$ cat src/rtl/paddle_controller.sv
// Multi-channel paddle input controller: synchronise, debounce, rate-limit and auto-repeat
// button presses into step pulses plus a saturating position. Auto-repeat: PADDLE_AUTOREPEAT_EN.
module paddle_controller #(
  parameter int CHANNELS        = 2,
  parameter int DEBOUNCE_CYCLES = 250000,
  parameter int LOCKOUT_CYCLES  = 2500000,
  parameter int REPEAT_DELAY    = 12500000,
  parameter int REPEAT_RATE     = 3000000,
  parameter int POS_WIDTH       = 10,
  parameter int POS_MAX         = 400,
  parameter int POS_INIT        = 200,
  parameter int STEP            = 8
) (
  input  logic                          clk,
  input  logic                          rst,
  input  logic [CHANNELS-1:0]           btn_up,
  input  logic [CHANNELS-1:0]           btn_down,
  output logic [CHANNELS-1:0]           up,
  output logic [CHANNELS-1:0]           down,
  output logic [CHANNELS*POS_WIDTH-1:0] pos,
  output logic [CHANNELS-1:0]           at_top,
  output logic [CHANNELS-1:0]           at_bottom
);

  localparam int DB_W = $clog2(DEBOUNCE_CYCLES + 1);
  localparam int LK_W = $clog2(LOCKOUT_CYCLES + 1);
  localparam logic [POS_WIDTH-1:0] POS_MAX_V  = POS_WIDTH'(POS_MAX);
  localparam logic [POS_WIDTH-1:0] POS_INIT_V = POS_WIDTH'(POS_INIT);
  localparam logic [POS_WIDTH:0]   STEP_V     = (POS_WIDTH + 1)'(STEP);

  if (DEBOUNCE_CYCLES < 1 || LOCKOUT_CYCLES < 1 || REPEAT_DELAY < 1 || REPEAT_RATE < 1 ||
      POS_INIT > POS_MAX) begin : g_bad_params
    $error("paddle_controller: invalid parameter set");
  end

`ifdef PADDLE_AUTOREPEAT_EN
  localparam int TM_MAX = (REPEAT_DELAY > REPEAT_RATE) ? REPEAT_DELAY : REPEAT_RATE;
  localparam int TM_W   = $clog2(TM_MAX + 1);
  typedef enum logic [1:0] {IDLE, PRESS, REPEAT} state_t;
`else
  typedef enum logic {IDLE, PRESS} state_t;
`endif

  typedef enum logic [1:0] {NEUTRAL, DIR_UP, DIR_DOWN} dir_t;

  for (genvar ch = 0; ch < CHANNELS; ch++) begin : g_ch
    logic [1:0] sync1, sync2, deb;
    dir_t       dir, cur_dir, dir_n;
    state_t     state, state_n;
    logic       pend, req, want, fire;
    logic [LK_W-1:0]      lockout;
    logic [POS_WIDTH-1:0] pos_q, pos_n;
    logic [POS_WIDTH:0]   pos_inc, pos_dec;
`ifdef PADDLE_AUTOREPEAT_EN
    logic [TM_W-1:0]      timer;
`endif

    // Bit 0 carries the up button, bit 1 the down button.
    always_ff @(posedge clk or posedge rst) begin
      if (rst) begin
        sync1 <= '0;
        sync2 <= '0;
      end else begin
        sync1 <= {btn_down[ch], btn_up[ch]};
        sync2 <= sync1;
      end
    end

    for (genvar b = 0; b < 2; b++) begin : g_db
      logic [DB_W-1:0] cnt;
      logic            level;

      always_ff @(posedge clk or posedge rst) begin
        if (rst) begin
          cnt   <= '0;
          level <= 1'b0;
        end else if (sync2[b] == level) begin
          cnt <= '0;
        end else if (cnt == DB_W'(DEBOUNCE_CYCLES - 1)) begin
          cnt   <= '0;
          level <= sync2[b];
        end else begin
          cnt <= cnt + 1'b1;
        end
      end

      assign deb[b] = level;
    end

    always_comb begin
      case (deb)
        2'b01:   dir = DIR_UP;
        2'b10:   dir = DIR_DOWN;
        default: dir = NEUTRAL;
      endcase
    end

    // A request that meets a running lockout stays pending until the lockout reaches zero.
    always_comb begin
      state_n = state;
      dir_n   = cur_dir;
      req     = 1'b0;
      case (state)
        IDLE: begin
          if (dir != NEUTRAL) begin
            req     = 1'b1;
            state_n = PRESS;
            dir_n   = dir;
          end
        end
        default: begin
          if (dir == NEUTRAL) begin
            state_n = IDLE;
          end else if (dir != cur_dir) begin
            req     = 1'b1;
            state_n = PRESS;
            dir_n   = dir;
          end
`ifdef PADDLE_AUTOREPEAT_EN
          else if (!pend && state == PRESS && timer >= TM_W'(REPEAT_DELAY)) begin
            req     = 1'b1;
            state_n = REPEAT;
          end else if (!pend && state == REPEAT && timer >= TM_W'(REPEAT_RATE)) begin
            req = 1'b1;
          end
`endif
        end
      endcase
      want = (pend | req) & (state_n != IDLE);
      fire = want & (lockout == '0);
    end

    always_comb begin
      pos_inc = {1'b0, pos_q} + STEP_V;
      pos_dec = {1'b0, pos_q} - STEP_V;
      pos_n   = pos_q;
      if (fire && dir == DIR_UP)
        pos_n = (pos_inc > {1'b0, POS_MAX_V}) ? POS_MAX_V : pos_inc[POS_WIDTH-1:0];
      else if (fire && dir == DIR_DOWN)
        pos_n = pos_dec[POS_WIDTH] ? '0 : pos_dec[POS_WIDTH-1:0];
    end

    always_ff @(posedge clk or posedge rst) begin
      if (rst) begin
        state   <= IDLE;
        cur_dir <= NEUTRAL;
        pend    <= 1'b0;
        lockout <= '0;
        pos_q   <= POS_INIT_V;
      end else begin
        state   <= state_n;
        cur_dir <= dir_n;
        pend    <= want & ~fire;
        pos_q   <= pos_n;
        if (fire)
          lockout <= LK_W'(LOCKOUT_CYCLES - 1);
        else if (lockout != '0)
          lockout <= lockout - 1'b1;
      end
    end

`ifdef PADDLE_AUTOREPEAT_EN
    // Counts cycles since the last emitted pulse, saturating at all-ones.
    always_ff @(posedge clk or posedge rst) begin
      if (rst)
        timer <= '0;
      else if (fire)
        timer <= TM_W'(1);
      else if (timer != '1)
        timer <= timer + 1'b1;
    end
`endif

    assign up[ch]        = fire & (dir == DIR_UP);
    assign down[ch]      = fire & (dir == DIR_DOWN);
    assign pos[ch*POS_WIDTH +: POS_WIDTH] = pos_q;
    assign at_top[ch]    = (pos_q == POS_MAX_V);
    assign at_bottom[ch] = (pos_q == '0);
  end

endmodule

$ cat config.mk
export PLATFORM = sky130hd
export DESIGN_NAME = paddle_controller
export DESIGN_NICKNAME = d
export VERILOG_FILES = /design/src/rtl/paddle_controller.sv
export SDC_FILE = /design/constraint.sdc
export NUM_CORES = 1
export LEC_CHECK = 0
export ABC_AREA = 1
export CORE_MARGIN = 10
export CORE_UTILIZATION = 35
export DETAILED_ROUTE_END_ITERATION = 6
export PLACE_DENSITY_LB_ADDON = 0.12
export SYNTH_ARGS = -nofsm -noshare
export SYNTH_HDL_FRONTEND = slang
export SYNTH_SLANG_ARGS = --single-unit
export TNS_END_PERCENT = 20
$ cat constraint.sdc
create_clock -name clk -period 4.1 [get_ports clk]
set_input_delay 0.41 -clock clk [delete_from_list [all_inputs] [get_ports clk]]
set_output_delay 0.41 -clock clk [all_outputs]
set_load 0.05 [all_outputs]
==> metrics.md, run 1 <==
| Metric | Value |
|---|---|
| FILL cells | `2,420` |
| Final min period | `roughly 3300 ps` |
| Later-pin clock latency in the skew report | `approximately 430 ps` |
| Post-DR wirelength/cell | `12.4 um` |
| Cell area power density | `about 330 nW/um^2` |
| RSZ-0062 raised after global routing | `false` |
| Sequential area share after synthesis | `about 45%` |
| Synth Area in Compound Gates | `under 10%` |
| Synth Cell Area | `about 8400 um^2` |
| Yosys reg bits | `150` |
| Synth Warn # | `0` |
| Worst-margin pin slew | `690 ps` |
| F_max | `approximately 300 MHz` |
| DR vias/cell | `between 4 and 5` |
| CP Depth | `8` |
| Most common flop cell mapped by yosys | `dfrtp_1` |
| CP Cell Sequence | `inv_1 > ha_1 > inv_1 > nand2_1 > nand2_1 > nand3_4 > inv_2 > clkdlybuf4s50_1` |
| LEAKAGE | `4.76 nW` |
| Die Area | `30,700 um^2` |
| Worst slew margin | `53.9%` |
| Worst r2r src | `g_ch[0].pos_q[3]$_DFFE_PP1P_` |
| Total I/O pin count | `34` |
| Row count | `56` |
| Post-Synth Simple-Gate Area | `between 30% and 40%` |
| Vias in the first global route | `roughly 6,500` |
| Setup crit end kind | `output port` |
| Post-Synth Adder-Cell Area | `2.67%` |
| Worst r2r dst | `g_ch[0].pos_q[3]$_DFFE_PP1P_` |
| Max Slew Vio Count | `0` |
| Mux cell area share after synthesis | `less than 1%` |
| Pre-antenna DRT Iters | `5` |
| Status | `finished, final reports clean` |
| Post-cts sizing count | `0` |
| Final Core Density | `about two fifths` |
| Reg2reg setup slack | `approximately 2100 ps` |
| Core ar. | `about 24,000 um^2` |
| Post-synth ARST share | `100%` |
| Cells after Synth | `around 1,100` |
| Setup crit start | `g_ch[0].g_db[0].level$_DFFE_PP0P_` |
| Root Driver | `clkbuf_16` |
| Mean Syn Cell Area | `~8 um^2` |
| DRT Wirelength | `~18 mm` |
| Total clock sinks | `150` |
| Setup TNS | `0 ps` |
| Tightest Hold Check Type | `flop to flop` |
| IR drop worst, VDD | `~0.24 mV` |
| Main combinational cell family by area after synthesis | `simple AND/OR/NAND/NOR gates` |
| Setup Skew | `~12 ps` |
| Remaining global-route overflow | `0` |
| Final worst setup slack | `approximately 840 ps` |
| CTS tree | `yes` |
| Postcts setup bufs | `0` |
| Post-Synth XOR/XNOR Area | `around 6.7%` |
| Die height | `approximately 180 um` |
| DRT antenna net count | `0` |
| Commonest non-fill, non-tap cell in the layout | `nand2_1` |
| Crit path launch type | `flop` |
| Setup-failing EPs final | `0` |
| Port Buf Inserts | `27` |
| Detailed Place HPWL | `about 13 mm` |
| Final Wtd Congestion | `0.866` |
| 1st-iter DRT viols | `between 300 and 400` |
| Layout cells sized above 1 | `7.76%` |
| Slowest CP cell | `clkdlybuf4s50_1` |
| Initial Util | `35.7%` |
| Post-Place Worst Slack | `around 1300 ps` |
| Design Power | `around 3.2 mW` |
| Largest net degree at the start of global routing | `53` |
| First-pass GRT wire length | `approximately 31 mm` |
| Commonest non-fill, non-tap cells in the layout | `nand2_1 (222), nor2_1 (188), dfrtp_1 (144)` |
| Post-synth EDFFs | `0` |
| DIE WIDTH | `175 um` |
| Path depth of the worst reg2reg path | `11` |
| Number of buffers created by CTS | `17` |
| Crit share post-route | `around four fifths` |
| H-Tree Level Count | `4` |
| Cell family with most CP delay | `buffers and inverters` |
| Drc violations | `0` |
| Max clock buf depth | `2` |
| Worst Path Required | `about 3700 ps` |
| Diode count | `0` |
| Count of different cell masters after synthesis | `47` |
| Crit path kind | `flop to output port` |
| Data arrival, critical path | `2850 ps` |
| Max Cap Viol | `0` |
| Area Overhead vs Synth | `15.1%` |
| Register Area | `between 3000 and 4000 um^2` |
| Crit-path max FO | `10` |
| Initial antenna violation count | `0` |
| Final hold viol count | `0` |
| GRT Total Usage | `between 10% and 20%` |
| Critical Path Sink | `up[0]` |
| Final nets | `1,145` |
| CP max stage delay | `about 810 ps` |
| Multi-input gate area | `between 4000 and 5000 um^2` |
| Vias | `approximately 6,700` |
| CP bufs+invs | `4` |
| Worst-path clk slew | `roughly 60 ps` |
| CTS Hold Bufs | `0` |
==> where the power goes <==
part	internal, mW	switching (mW)
Clock	0.936	0.661
Sequential	1.49	0.00964
Combinational	0.0193	0.0652
==> worst min-delay path by stage <==
stage | startpoint | depth (start not counted) | slack, ps | to
floorplan | g_ch[0].sync1[0]$_DFF_PP0_ | 0 | 330 | g_ch[0].sync2[0]$_DFF_PP0_
global placement | g_ch[0].sync1[0]$_DFF_PP0_ | 0 | 330 | g_ch[0].sync2[0]$_DFF_PP0_
detailed placement | g_ch[1].sync1[1]$_DFF_PP0_ | 0 | 330 | g_ch[1].sync2[1]$_DFF_PP0_
CTS | g_ch[1].sync1[1]$_DFF_PP0_ | 0 | 350 | g_ch[1].sync2[1]$_DFF_PP0_
global route | g_ch[1].sync1[1]$_DFF_PP0_ | 0 | 350 | g_ch[1].sync2[1]$_DFF_PP0_
finish | g_ch[1].sync1[1]$_DFF_PP0_ | 0 | 350 | g_ch[1].sync2[1]$_DFF_PP0_
==> per-layer routing <==
metal	track usage, %	routed length, um	up-vias
li1	-	-	3519
met1	16.1	8930	3086
met2	19.3	8300	93
met3	3.08	660	19
met4	3.60	185	0
met5	0	0	-
==> layout make-up <==
cell class / count / share of cell area (%)
clock buffers: 19 / 4.67
clock inverters: 13 / 1.52
inverters: 152 / 5.96
multi-input cells: 770 / 41.7
flip-flops and latches: 150 / 38.8
well taps: 319 / 4.12
repair buffers: 30 / 3.28
==> worst register-to-register path: stages, from the launching register on <==
cell     delay, ps
dfstp_2        610
ha_1           220
nand2_1         90
nor2_1         160
nand2_1         60
nand2_1         60
nand2_1         70
nor2_1         200
nand2_1        110
o21ai_0        260
nand2_1         80
nand2_1         60
==> sequential cells by signal, summed over array words and instances (netlist names) <==
register and cells:
g_ch.cur_dir 4, g_ch.g_db.cnt 72, g_ch.g_db.level 4, g_ch.lockout 44
g_ch.pend 2, g_ch.pos_q 14, g_ch.state 2, g_ch.sync1 4
g_ch.sync2 4
==> cell usage after synthesis, types with 6 or more instances <==
cell | n | area, um^2
a21oi_1 | 32 | 160
nor2_1 | 188 | 706
inv_1 | 142 | 533
nor3_1 | 27 | 135
dfrtp_1 | 144 | 3600
nand4_1 | 30 | 188
nor2_2 | 11 | 68.8
nand3_1 | 62 | 310
nand2_1 | 222 | 833
buf_4 | 6 | 45.0
xor2_1 | 49 | 429
o21ai_0 | 37 | 185
xnor2_1 | 15 | 131
dfstp_2 | 6 | 158
nor4_1 | 12 | 75.1
inv_2 | 8 | 30.0
ha_1 | 18 | 225
==> kinds of logic after synthesis <==
kind of cell,count (synthesis)
other,1
AND/OR/NAND/NOR,589
XOR/XNOR,64
flip-flops,150
buffers and inverters,163
adder cells (fa/ha/maj),18
AO/OA/AOI/OAI,87
multiplexers,6
==> stage by stage <==
stage / cell area, um^2 / hold WS, ps / std cells
after floorplan: 8450 / 331 / 1083
after global routing: 9700 / 354 / 1453
after detailed placement: 9100 / 335 / 1421
after CTS: 9700 / 349 / 1453
final: 9700 / 348 / 1453
after global placement: 9100 / 332 / 1421
No activity file was read; power rests on OpenSTA's default activity.
==> run 2, diff against run 1 <==
clock period = 3.3 ns   (was 4.1 ns; I/O delays follow)
==> run 2 against run 1 <==
  * Flip-flop and latch count is the same
  * Final cell count about the same
  * Global-route usage hardly changed
  * Clock skew barely moved
  * Critical endpoint is now at_bottom[1]
==> metrics.md, run 2 (same netlist as run 1, synthesis figures left out) <==
| Metric | Value |
|---|---|
| Status | `finished, final reports clean` |
| Die height | `around 180 um` |
| Pre-antenna DRT Iters | `5` |
| LEAKAGE | `4.85 nW` |
| Detailed Place HPWL | `roughly 14 mm` |
| FILL cells | `2,457` |
| Largest register FFs | `72` |
| Top reg by flops | `g_ch.g_db.cnt` |
| Biggest regs | `g_ch.g_db.cnt x72, g_ch.lockout x44, g_ch.pos_q x14` |
| Crit-path max FO | `11` |
| Later-pin clock latency in the skew report | `420 ps` |
| Row count | `56` |
| DRT Wirelength | `17.9 mm` |
| 1st-iter DRT viols | `between 300 and 400` |
| Combinational Power Share | `2.6%` |
| Largest net degree at the start of global routing | `between 70 and 80` |
| First-pass GRT wire length | `around 31 mm` |
| Drc violations | `0` |
| Initial antenna violation count | `0` |
| Design Power | `between 4 and 5 mW` |
| H-Tree Level Count | `4` |
| Commonest non-fill, non-tap cell in the layout | `nand2_1` |
| Register Area | `roughly 3800 um^2` |
| Area Overhead vs Synth | `15.5%` |
| Worst-margin pin slew | `between 500 and 600 ps` |
| Vias | `about 6,700` |
| Metal3 WL | `approximately 460 um` |
| Power Internal | `approximately 3.1 mW` |
| Diode count | `0` |
| Crit path launch type | `flop` |
| Data arrival, critical path | `2500 ps` |
| Switching part of the total power | `21.6%` |
| F_max | `354 MHz` |
| Postcts setup bufs | `0` |
| CTS tree | `yes` |
| Worst-path clk slew | `60 ps` |
| DP Area | `9100 um^2` |
| Final min period | `about 2800 ps` |
| Total I/O pin count | `34` |
| Slowest CP cell | `clkdlybuf4s50_1` |
| CP max stage delay | `approximately 890 ps` |
| Worst Path Required | `slightly below 3000 ps` |
| Die Area | `30,700 um^2` |
| Max Slew Vio Count | `0` |
| IR drop worst, VDD | `~0.27 mV` |
| Setup TNS | `0 ps` |
| Tightest Hold Check Type | `input pin to asynchronous set/reset pin` |
| Initial Util | `roughly 36%` |
| Setup Skew | `12.2 ps` |
| DR WL met2 | `between 8 and 9 mm` |
| Layout cells sized above 1 | `approximately 7.7%` |
| Reg power frac | `between 40% and 50%` |
| Number of buffers created by CTS | `17` |
| Port Buf Inserts | `27` |
| Commonest non-fill, non-tap cells in the layout | `nand2_1 (222), nor2_1 (188), dfrtp_1 (144)` |
| Multi-input gate area | `~4000 um^2` |
| Net switching power figure | `about 0.87 mW` |
| GRT Total Usage | `roughly 12%` |
| Max Cap Viol | `0` |
| Root Driver | `clkbuf_16` |
| Crit path kind | `flop to output port` |
| Final hold viol count | `0` |
| Final Wtd Congestion | `~0.86` |
| Setup-failing EPs final | `0` |
| Core ar. | `about 24,000 um^2` |
| Reg2reg setup slack | `1300 ps` |
| DR top layer | `met4` |
| RSZ-0062 raised after global routing | `false` |
| DR vias/cell | `4.63` |
| Vias in the first global route | `6,612` |
| WL met1 | `9.11 mm` |
| Post-DR wirelength/cell | `approximately 12 um` |
| Setup crit end kind | `output port` |
| CP Cell Sequence | `nor2_1 > nand4_1 > nor3_2 > clkdlybuf4s50_1` |
| Total clock sinks | `150` |
| DIE WIDTH | `roughly 180 um` |
| Worst slew margin | `approximately three fifths` |
| DRT antenna net count | `0` |
| Crit share post-route | `85.7%` |
| Remaining global-route overflow | `0` |
| Final nets | `between 1,000 and 1,500` |
| Final instance area | `just under 10,000 um^2` |
| Clock power frac | `between 50% and 60%` |
| Cell area power density | `around 410 nW/um^2` |
| Max clock buf depth | `2` |
==> run 2: cell count changes in the layout (fill, tap and decap cells not counted), sizes merged <==
cell and change:
clkbuf -2, clkdlybuf4s50 -4, bufinv +2, inv -1, dlymetal6s2s +4, clkinv +1
clkinvlp -1
==> run 2: critical path, delay by kind of cell (launching register included) <==
kind / cells / cell delay [ps]
simple gates: 3 / 680
buf+inv: 1 / 890
flops: 1 / 510
==> run 2: final cells by class <==
cell class | instances | area share [%]
multi-input cells | 770 | 41.5
clock inverters | 14 | 2.06
well taps | 319 | 4.10
inverters | 152 | 5.94
repair buffers | 30 | 3.37
clock buffers | 17 | 4.37
flip-flops and latches | 150 | 38.6
==> run 2: metrics by stage <==
stage,util (%),hold WS (ps),setup slack (ps),std cells
floorplan,-,331,458,1083
finish,41.2,210,472,1452
global placement,38.5,333,621,1421
global route,41.2,219,287,1452
detailed placement,38.5,336,562,1421
CTS,41.2,200,110,1452
==> run 2: path summary, 6_finish.rpt <==
path | from | to | cells past startpoint
setup / recovery | g_ch[1].pos_q[5]$_DFFE_PP0P_ | at_bottom[1] | 4
hold / removal | rst | g_ch[0].g_db[1].cnt[7]$_DFF_PP0_ | 2
setup reg to reg | g_ch[0].pos_q[3]$_DFFE_PP1P_ | g_ch[0].pos_q[3]$_DFFE_PP1P_ | 11
hold reg to reg | g_ch[1].sync1[0]$_DFF_PP0_ | g_ch[1].sync2[0]$_DFF_PP0_ | 0
max in group asynchronous | rst | g_ch[0].pos_q[3]$_DFFE_PP1P_ | 3
min in group clk | btn_down[1] | g_ch[1].sync1[1]$_DFF_PP0_ | 1
==> run 2: what timing repair did <==
action / CTS / global route
resized for setup: 0 / 4
hold buffers: 0 / 0
setup endpoints to repair: 0 / 4
==> run 2: layer usage <==
metal  vias up  global-route usage (%)
li1       3507                       -
met1      3130                    16.2
met2        64                    19.3
met3        15                    2.50
met4         0                    4.24
met5         -                       0
==> run 2: power by group through the flow <==
stage               logic, mW  clock network [mW]  registers (mW)
floorplan              0.0791                   0            1.90
global placement        0.111                   0            1.90
finish                  0.105                2.04            1.87
global route            0.122                2.19            1.87
detailed placement      0.110                   0            1.90
CTS                     0.111                2.12            1.87
==> run 3, diff against run 2 <==
==> constraint.sdc (replaced) <==
create_clock -name clk -period 3.3 [get_ports clk]
set_input_delay 0.99 -clock clk [delete_from_list [all_inputs] [get_ports clk]]
set_output_delay 0.99 -clock clk [all_outputs]
set_load 0.05 [all_outputs]
==> run 3 against run 2 <==
  * Fmax decreased by 10%
  * Non-clock buffer count up 4
  * Count of clock-buffer cells in the layout rose by 7
  * Critical path type unchanged
  * Largest cell class unchanged
  * Largest power group unchanged
  * Clock power rose by 6%
  * Clock skew increased by 1.6 ps
  * Utilization rose by 0.44 points
  * Die area did not move
  * Highest routed layer unchanged
  * Critical endpoint is now at_top[0]
==> metrics.md, run 3 (same netlist as run 1, synthesis figures left out) <==
| Metric | Value |
|---|---|
| Reg2reg setup slack | `roughly 1300 ps` |
| Crit share post-route | `a little over nine tenths` |
| Total I/O pin count | `34` |
| Detailed Place HPWL | `about 13 mm` |
| Area Overhead vs Synth | `16.8%` |
| Max clock buf depth | `2` |
| FILL cells | `~2,400` |
| Drc violations | `0` |
| Commonest non-fill, non-tap cell in the layout | `nand2_1` |
| CTS tree | `yes` |
| Crit path kind | `flop to output port` |
| DRT Wirelength | `between 15 and 20 mm` |
| Hold_sp | `g_ch[0].sync1[1]$_DFF_PP0_` |
| Worst slew margin | `55.6%` |
| Data arrival, critical path | `roughly 2200 ps` |
| DP Area | `9180 um^2` |
| Worst r2r src | `g_ch[0].pos_q[3]$_DFFE_PP1P_` |
| Largest register FFs | `72` |
| DRT antenna net count | `0` |
| Root Driver | `clkbuf_16` |
| Setup Skew | `13.9 ps` |
| Worst-path clk slew | `70 ps` |
| GRT Total Usage | `between 10% and 20%` |
| Top reg by flops | `g_ch.g_db.cnt` |
| Final instance area | `just under 10,000 um^2` |
| Setup crit end kind | `output port` |
| Die height | `roughly 180 um` |
| Multi-input gate area | `around 4000 um^2` |
| Path depth of the worst reg2reg path | `11` |
| Final worst setup slack | `about 150 ps` |
| Layout cells sized above 1 | `~8.5%` |
| Final min period | `roughly 3200 ps` |
| Remaining global-route overflow | `0` |
| Later-pin clock latency in the skew report | `roughly 420 ps` |
| CTS Hold Bufs | `0` |
| Commonest non-fill, non-tap cells in the layout | `nand2_1 (220), nor2_1 (188), dfrtp_1 (144)` |
| Biggest regs | `g_ch.g_db.cnt x72, g_ch.lockout x44, g_ch.pos_q x14` |
| Crit path launch type | `flop` |
| Pre-antenna DRT Iters | `6` |
| H-Tree Level Count | `4` |
| Port Buf Inserts | `27` |
| DIE WIDTH | `between 150 and 200 um` |
| Vias in the first global route | `around 6,400` |
| First-pass GRT wire length | `around 31 mm` |
| Worst r2r dst | `g_ch[0].pos_q[6]$_DFFE_PP1P_` |
| Final nets | `~1,100` |
| Number of buffers created by CTS | `17` |
| Worst Path Required | `roughly 2300 ps` |
| Max Cap Viol | `0` |
| IR drop worst, VDD | `roughly 0.23 mV` |
| Total clock sinks | `150` |
| Setup-failing EPs final | `0` |
| Tightest Hold Check Type | `flop to flop` |
| Initial Util | `between 30 and 40%` |
| Die Area | `between 30,000 and 40,000 um^2` |
| LEAKAGE | `4.82 nW` |
| DR vias/cell | `around 4.6` |
| Largest net degree at the start of global routing | `39` |
| Initial antenna violation count | `0` |
| Final Wtd Congestion | `around 0.86` |
| Row count | `56` |
| RSZ-0062 raised after global routing | `false` |
| Post-Place Worst Slack | `558 ps` |
| Diode count | `0` |
| Post-DR wirelength/cell | `12.3 um` |
| F_max | `roughly 320 MHz` |
| 1st-iter DRT viols | `approximately 370` |
| Crit-path max FO | `8` |
| Register Area | `~3800 um^2` |
| Status | `finished, final reports clean` |
| Cell area power density | `421 nW/um^2` |
| WHS Endpoint | `g_ch[0].sync2[1]$_DFF_PP0_` |
| Worst-margin pin slew | `around 670 ps` |
| Postcts setup bufs | `0` |
| Final hold viol count | `0` |
| Max Slew Vio Count | `0` |
| Core ar. | `23,600 um^2` |
| Vias | `about 6,600` |
| Hold depth | `0` |
| Post-cts sizing count | `0` |
run 3: changes by cell type in the layout (fill, tap and decap cells not counted), moves of 3 or more:
| cell | previous run | this run |
|---|---|---|
| buf_12 | 2 | 7 |
| buf_4 | 1 | 6 |
| clkbuf_1 | 0 | 4 |
| clkbuf_8 | 0 | 3 |
| clkinv_4 | 4 | 1 |
| dlymetal6s2s_1 | 4 | 0 |
run 3: worst max path at each step:
| stage | start | cells after the start | endpoint | slack, ps |
|---|---|---|---|---|
| after global placement | g_ch[1].lockout[0]$_DFFE_PP0P_ | 9 | down[1] | 600 |
| after CTS | g_ch[1].g_db[0].level$_DFFE_PP0P_ | 8 | down[1] | 100 |
| after global routing | g_ch[1].lockout[0]$_DFFE_PP0P_ | 9 | up[1] | 1 |
| after floorplan | g_ch[0].pos_q[8]$_DFFE_PP0P_ | 3 | at_top[0] | -200 |
| final | g_ch[0].pos_q[8]$_DFFE_PP0P_ | 3 | at_top[0] | 150 |
| after detailed placement | g_ch[0].g_db[0].level$_DFFE_PP0P_ | 8 | up[0] | 560 |
run 3: power by group:
part	leakage [nW]	internal (mW)	switching [mW]	total (mW)
clock network	0.315	1.40	0.758	2.16
registers	2.05	1.86	0.0113	1.87
logic	2.46	0.0278	0.0815	0.109
total	4.82	3.29	0.850	4.14
run 3: layout make-up:
class / count / share of cell area, %
inverters: 152 / 5.91
flip-flops and latches: 150 / 38.2
repair buffers: 34 / 4.02
well taps: 319 / 4.06
clock buffers: 24 / 4.90
clock inverters: 8 / 1.74
multi-input cells: 770 / 41.1
run 3: layer usage:
| layer | wire, um | up-vias | track usage (%) | part of all wire, % |
|---|---|---|---|---|
| li1 | - | 3521 | - | - |
| met1 | 8890 | 3060 | 15.7 | 50 |
| met2 | 8320 | 44 | 19.5 | 47 |
| met3 | 460 | 11 | 2.82 | 2.6 |
| met4 | 185 | 0 | 3.92 | 1.0 |
| met5 | 0 | - | 0 | 0 |
run 3: critical path: stages, from the launching register on:
cell,delay [ps]
dfrtp_1,480
inv_1,120
nor4_1,280
clkdlybuf4s50_1,860
run 3: metrics by stage:
stage | cells | setup TNS [ps] | power [mW] | utilization, % | hold WS, ps
CTS | 1457 | 0 | 4.21 | 41.6 | 353
floorplan | 1083 | -202 | 1.98 | - | 331
global route | 1457 | 0 | 4.30 | 41.7 | 357
finish | 1457 | 0 | 4.14 | 41.7 | 349
global placement | 1425 | 0 | 2.02 | 38.9 | 334
detailed placement | 1425 | 0 | 2.02 | 38.9 | 340
